===== src/rtl/lcd_frame_scanner.sv =====
// Raster-order frame scanner: drives x/y to the bitmap generators, waits out the ROM latency,
// and hands one RGB565 word per pixel to the LCD writer. Define SCANNER_ABORT_EN to add an abort input.
module lcd_frame_scanner #(
    parameter int          WIDTH          = 240,
    parameter int          HEIGHT         = 320,
    parameter int          BITS_WIDTH     = 8,
    parameter int          BITS_HEIGHT    = 9,
    parameter int          BITMAP_LATENCY = 1,
    parameter logic [15:0] FG_COLOUR      = 16'hFFFF,
    parameter logic [15:0] BG_COLOUR      = 16'h0000
) (
    input  logic                   clock,
    input  logic                   reset,
    input  logic                   start,
`ifdef SCANNER_ABORT_EN
    input  logic                   abort,
`endif
    output logic                   busy,
    output logic                   frameDone,
    output logic [BITS_WIDTH-1:0]  xAddLCD,
    output logic [BITS_HEIGHT-1:0] yAddLCD,
    input  logic                   bitmapPixEN,
    output logic [15:0]            pixelData,
    output logic                   pixelWrite,
    input  logic                   pixelReady
);

    typedef enum logic [1:0] {S_IDLE, S_WAIT, S_WRITE, S_DONE} state_t;

    localparam logic [2:0]             LAT    = 3'(BITMAP_LATENCY);
    localparam logic [BITS_WIDTH-1:0]  X_LAST = BITS_WIDTH'(WIDTH - 1);
    localparam logic [BITS_HEIGHT-1:0] Y_LAST = BITS_HEIGHT'(HEIGHT - 1);

    state_t                   state_reg, state_next;
    logic [2:0]               cnt_reg, cnt_next;
    logic [BITS_WIDTH-1:0]    x_reg, x_next;
    logic [BITS_HEIGHT-1:0]   y_reg, y_next;
    logic [15:0]              data_reg, data_next;
    logic                     write_reg, write_next;
    logic                     busy_reg, busy_next;
    logic                     done_reg, done_next;
    logic                     abort_req;

`ifdef SCANNER_ABORT_EN
    assign abort_req = abort;
`else
    assign abort_req = 1'b0;
`endif

    always_ff @(posedge clock or posedge reset) begin
        if (reset) begin
            state_reg <= S_IDLE;
            cnt_reg   <= 3'd0;
            x_reg     <= '0;
            y_reg     <= '0;
            data_reg  <= BG_COLOUR;
            write_reg <= 1'b0;
            busy_reg  <= 1'b0;
            done_reg  <= 1'b0;
        end else begin
            state_reg <= state_next;
            cnt_reg   <= cnt_next;
            x_reg     <= x_next;
            y_reg     <= y_next;
            data_reg  <= data_next;
            write_reg <= write_next;
            busy_reg  <= busy_next;
            done_reg  <= done_next;
        end
    end

    always_comb begin
        state_next = state_reg;
        cnt_next   = cnt_reg;
        x_next     = x_reg;
        y_next     = y_reg;
        data_next  = data_reg;
        write_next = write_reg;
        busy_next  = busy_reg;
        done_next  = 1'b0;
        case (state_reg)
            S_IDLE: begin
                if (start) begin
                    x_next     = '0;
                    y_next     = '0;
                    cnt_next   = LAT;
                    busy_next  = 1'b1;
                    state_next = S_WAIT;
                end
            end
            S_WAIT: begin
                if (abort_req) begin
                    x_next     = '0;
                    y_next     = '0;
                    busy_next  = 1'b0;
                    write_next = 1'b0;
                    state_next = S_IDLE;
                end else if (cnt_reg != 3'd0) begin
                    cnt_next = cnt_reg - 3'd1;
                end else begin
                    // Last WAIT cycle: the bitmap output now reflects the current address.
                    data_next  = bitmapPixEN ? FG_COLOUR : BG_COLOUR;
                    write_next = 1'b1;
                    state_next = S_WRITE;
                end
            end
            S_WRITE: begin
                // Abort wins over a same-cycle handshake, so that pixel is never counted.
                if (abort_req) begin
                    x_next     = '0;
                    y_next     = '0;
                    busy_next  = 1'b0;
                    write_next = 1'b0;
                    state_next = S_IDLE;
                end else if (pixelReady) begin
                    write_next = 1'b0;
                    cnt_next   = LAT;
                    if (x_reg == X_LAST && y_reg == Y_LAST) begin
                        done_next  = 1'b1;
                        state_next = S_DONE;
                    end else begin
                        state_next = S_WAIT;
                        if (x_reg == X_LAST) begin
                            x_next = '0;
                            y_next = y_reg + BITS_HEIGHT'(1);
                        end else begin
                            x_next = x_reg + BITS_WIDTH'(1);
                        end
                    end
                end
            end
            default: begin
                busy_next  = 1'b0;
                state_next = S_IDLE;
            end
        endcase
    end

    assign busy       = busy_reg;
    assign frameDone  = done_reg;
    assign xAddLCD    = x_reg;
    assign yAddLCD    = y_reg;
    assign pixelData  = data_reg;
    assign pixelWrite = write_reg;

endmodule


===== config.mk =====
export PLATFORM = sky130hd
export DESIGN_NAME = lcd_frame_scanner
export DESIGN_NICKNAME = d
export VERILOG_FILES = /design/src/rtl/lcd_frame_scanner.sv
export SDC_FILE = /design/constraint.sdc
export NUM_CORES = 1
export LEC_CHECK = 0
export ABC_AREA = 1
export CAP_MARGIN = 20
export CORE_ASPECT_RATIO = 0.8
export CORE_UTILIZATION = 45
export DETAILED_ROUTE_END_ITERATION = 10
export GPL_TIMING_DRIVEN = 0
export PLACE_DENSITY = 0.78
export SETUP_SLACK_MARGIN = 0.02
export SLEW_MARGIN = 20
export SYNTH_ARGS = -nofsm -noshare
export SYNTH_HDL_FRONTEND = slang
export SYNTH_SLANG_ARGS = --single-unit

===== constraint.sdc =====
create_clock -name clock -period 1.6 [get_ports clock]
set_input_delay 0.32 -clock clock [delete_from_list [all_inputs] [get_ports clock]]
set_output_delay 0.32 -clock clock [all_outputs]
set_load 0.01 [all_outputs]

==> flow_metrics.tcl, run 1 <==
set metrics [dict create \
    p_leak_nw 1.43 \
    fin_worst_skew_ns 0.00812 \
    synth-xor-area-share_pct 0.970 \
    grt_pass1_vias 1666 \
    switching_share_pct 43.8 \
    holdBufCountCts 0 \
    place_inst 351 \
    seq_area_frac_synth_pct 36.0 \
    synth_cells 256 \
    drive_gt1_share_pct 34.2 \
    final-setup-viol-count 0 \
    crit_type "reg -> reg" \
    synth-compound-area-share_pct 4.16 \
    rsz0062_at_grt "yes" \
    num_antenna_cells 0 \
    cp.arrival_ns 1.80 \
    p_int_w 0.00229 \
    min_period_over_period_pct 99.2 \
    num_rows 20 \
    ant_nets 0 \
    clk_path_buf_depth 2 \
    start_util_pct 47.2 \
    status "finished clean" \
    synth_warnings 0 \
    placed_cell_area_um2 2270 \
    p_switching_w 0.00179 \
    critPathLaunchType "flip-flop" \
    grt_max_degree 27 \
    largest_reg_flops 9 \
    pwr-share-clk_pct 10.7 \
    dpl.hpwl_mm 2.86 \
    cts.clk_slew.worst_paths_ns 0.10 \
    io_pins 41 \
    drt_iter0_markers 125 \
    syn_area_um2 1810 \
    seqPwrFrac_pct 22.9 \
    cts_root_buf "clkbuf_8" \
    place_congestion 0.790 \
    tightest_slew_ns 0.558 \
    timing.hold.ws_ns 0.406 \
    cts_tree "built" \
    overflow 0 \
    synthSimpleGateAreaFrac_pct 39.8 \
    syn-num-nets 269 \
    cap_violations 0 \
    synthToLayoutAreaGrowth_pct 53.4 \
    fp.dieH_um 58.7 \
    h-tree-depth 1 \
    slew_viol_final 0 \
    timing.final.hold_violations 0 \
    portBuffers 40 \
    grt.total_usage_pct 23.4 \
    power_frac_comb_pct 66.4 \
    grt_first_pass_wirelength_mm 7.62 \
    die_w_um 72.8 \
    final_cell_area_um2 2770 \
    drc 0 \
    synth.avg_cell_area_um2 7.05 \
    hp-class "in -> async" \
    synth_top_family_by_area "simple AND/OR/NAND/NOR gates" \
    design.core.area_um2 3830 \
    max_freq_ghz 0.630 \
    maxSlewHeadroom_pct 62.7 \
    numCtsBuffers 3 \
    insertion_delay_ns 0.27 \
    endpoint_kind "flip-flop" \
    vias_per_cell 4.87 \
    clock_sinks 26 \
    synth_fa_ha_area_share_pct 5.54 \
    nets 344 \
    critical_path_peak_fanout 5 \
    firstDrtPassIters 4 \
    totalWireLength_mm 4.95 \
    ys_ff_latch 26 \
    cellPowerDensity_nw_per_um2 1470 \
    antenna_found_initial 0 \
    critPathRequiredTime_ns 1.81 \
    via_count 1874 \
    fillCellCount 275 \
    period_needed_ns 1.59 \
    fin_cells 385 \
    peakVddDrop_mv 1.27 \
    die_area_um2 4270 \
    synth.distinct_cells 28 \
    synth_mux_area_share_pct 0 \
    wire_per_inst_um 12.9 \
]
synthesized netlist by cell type (all sizes together):
| library cell | count | share of area, % |
|---|---|---|
| or2 | 1 | 0.35 |
| inv | 31 | 6.4 |
| a31oi | 1 | 0.35 |
| clkbuf | 1 | 0.21 |
| o22a | 1 | 0.49 |
| ha | 8 | 5.5 |
| o22ai | 2 | 0.69 |
| nand2 | 107 | 24 |
| xor2 | 1 | 0.49 |
| o21bai | 1 | 0.42 |
| xnor2 | 1 | 0.49 |
| dfrtp | 26 | 36 |
| nor2 | 30 | 8.8 |
| o21ai | 4 | 1.1 |
| buf | 16 | 6.9 |
| nand4 | 2 | 1.0 |
| nor3b | 2 | 0.83 |
| nor3 | 2 | 0.55 |
| a21oi | 4 | 1.1 |
| nand3 | 15 | 4.4 |
path summary, 6_finish.rpt:
kind / depth (start not counted) / to / from / slack (ns)
worst max-delay path: 12 / yAddLCD[1] / state_reg[0] / 0.01
worst min-delay path: 2 / yAddLCD[2] / reset / 0.41
worst max register to register: 12 / yAddLCD[1] / state_reg[0] / 0.01
worst min register to register: 1 / busy / busy / 0.52
max in group asynchronous: 2 / state_reg[1] / reset / 0.79
min in group clock: 1 / busy / busy / 0.52
critical path: stages, from the launching register on:
cell and delay, ns:
dfrtp_1 0.40, inv_2 0.07, buf_4 0.15, ha_4 0.17
nand2_2 0.09, nand2_4 0.07, inv_4 0.08, nand2_8 0.07
inv_6 0.08, nand2_8 0.07, nor2_8 0.14, nand2_1 0.06
nand2_1 0.07
final cells by class:
class | count | area [um2] | area share [%]
tap | 55 | 68.8 | 2.49
inverter | 31 | 126 | 4.56
timing repair buffer | 70 | 628 | 22.7
buffer | 16 | 120 | 4.34
clock buffer | 4 | 55.1 | 1.99
sequential | 26 | 663 | 23.9
multi-input combinational | 183 | 1110 | 40.0
cell usage in the layout (no fill, tap or decap), drive strengths merged:
cell and count:
nand2 107, nand4 2, clkbuf 4, inv 31, nor3 2, dlygate4sd2 9, nor2 31, xor2 1
nor3b 2, dfrtp 26, o21bai 1, buf 52, o21ai 4, xnor2 1, o22a 1, a21oi 4
a31oi 1, nand3 15, dlymetal6s2s 4, clkdlybuf4s15 1, ha 8, or2 1, clkdlybuf4s50 20, o22ai 2
per-stage QoR:
step	util [%]	setup TNS, ns	total power (W)	setup WS, ns
floorplan	-	0	0.00223	0.0655
CTS	68.1	0	0.00385	0.00284
detailed placement	59.4	-3.71	0.00304	-0.165
global route	72.3	-0.673	0.00436	-0.0837
global placement	59.4	-2.72	0.00298	-0.135
finish	72.3	0	0.00408	0.0122
power by group through the flow:
stage	sequential (W)	clock (W)	combinational [W]
2_1_floorplan	0.000995	0	0.00124
3_3_place_gp	0.000990	0	0.00199
3_5_place_dp	0.000995	0	0.00205
4_1_cts	0.000907	0.000441	0.00250
5_1_grt	0.000945	0.000471	0.00295
6_report	0.000933	0.000438	0.00271
per-layer routing:
layer / global-route usage, % / part of all wire (%)
met5: 0 / 0
met4: 7.28 / 1.6
met3: 4.62 / 4.5
met2: 41.8 / 53
met1: 28.5 / 41
repair_timing:
action                     4_1_cts  5_1_grt
gates resized for setup         53       40
buffers inserted                23        7
pin swaps                       16       25
setup endpoints to repair       52       45
cloned                           1        0
hold endpoints to repair         0        0
logic make-up (layout without fill, tap and decap cells):
| logic type | after synthesis | after routing |
|---|---|---|
| DFF | 26 | 26 |
| AOI/OAI and AO/OA | 13 | 13 |
| xor gates and xnor gates | 2 | 2 |
| adders and majority gates | 8 | 8 |
| buffers and inverters | 48 | 121 |
| and+or+nand+nor | 159 | 160 |
No activity file was read; power rests on OpenSTA's default activity.
==> run 2: changes to the inputs <==
--- a/config.mk
+++ b/config.mk
@@ -11,6 +11,7 @@
 export CORE_UTILIZATION = 45
 export DETAILED_ROUTE_END_ITERATION = 10
 export GPL_TIMING_DRIVEN = 0
+export HOLD_SLACK_MARGIN = 0.02
 export PLACE_DENSITY = 0.78
 export SETUP_SLACK_MARGIN = 0.02
 export SLEW_MARGIN = 20
==> results of run 2 <==
The final DEF is identical to that of run 1; final timing and power are the same.
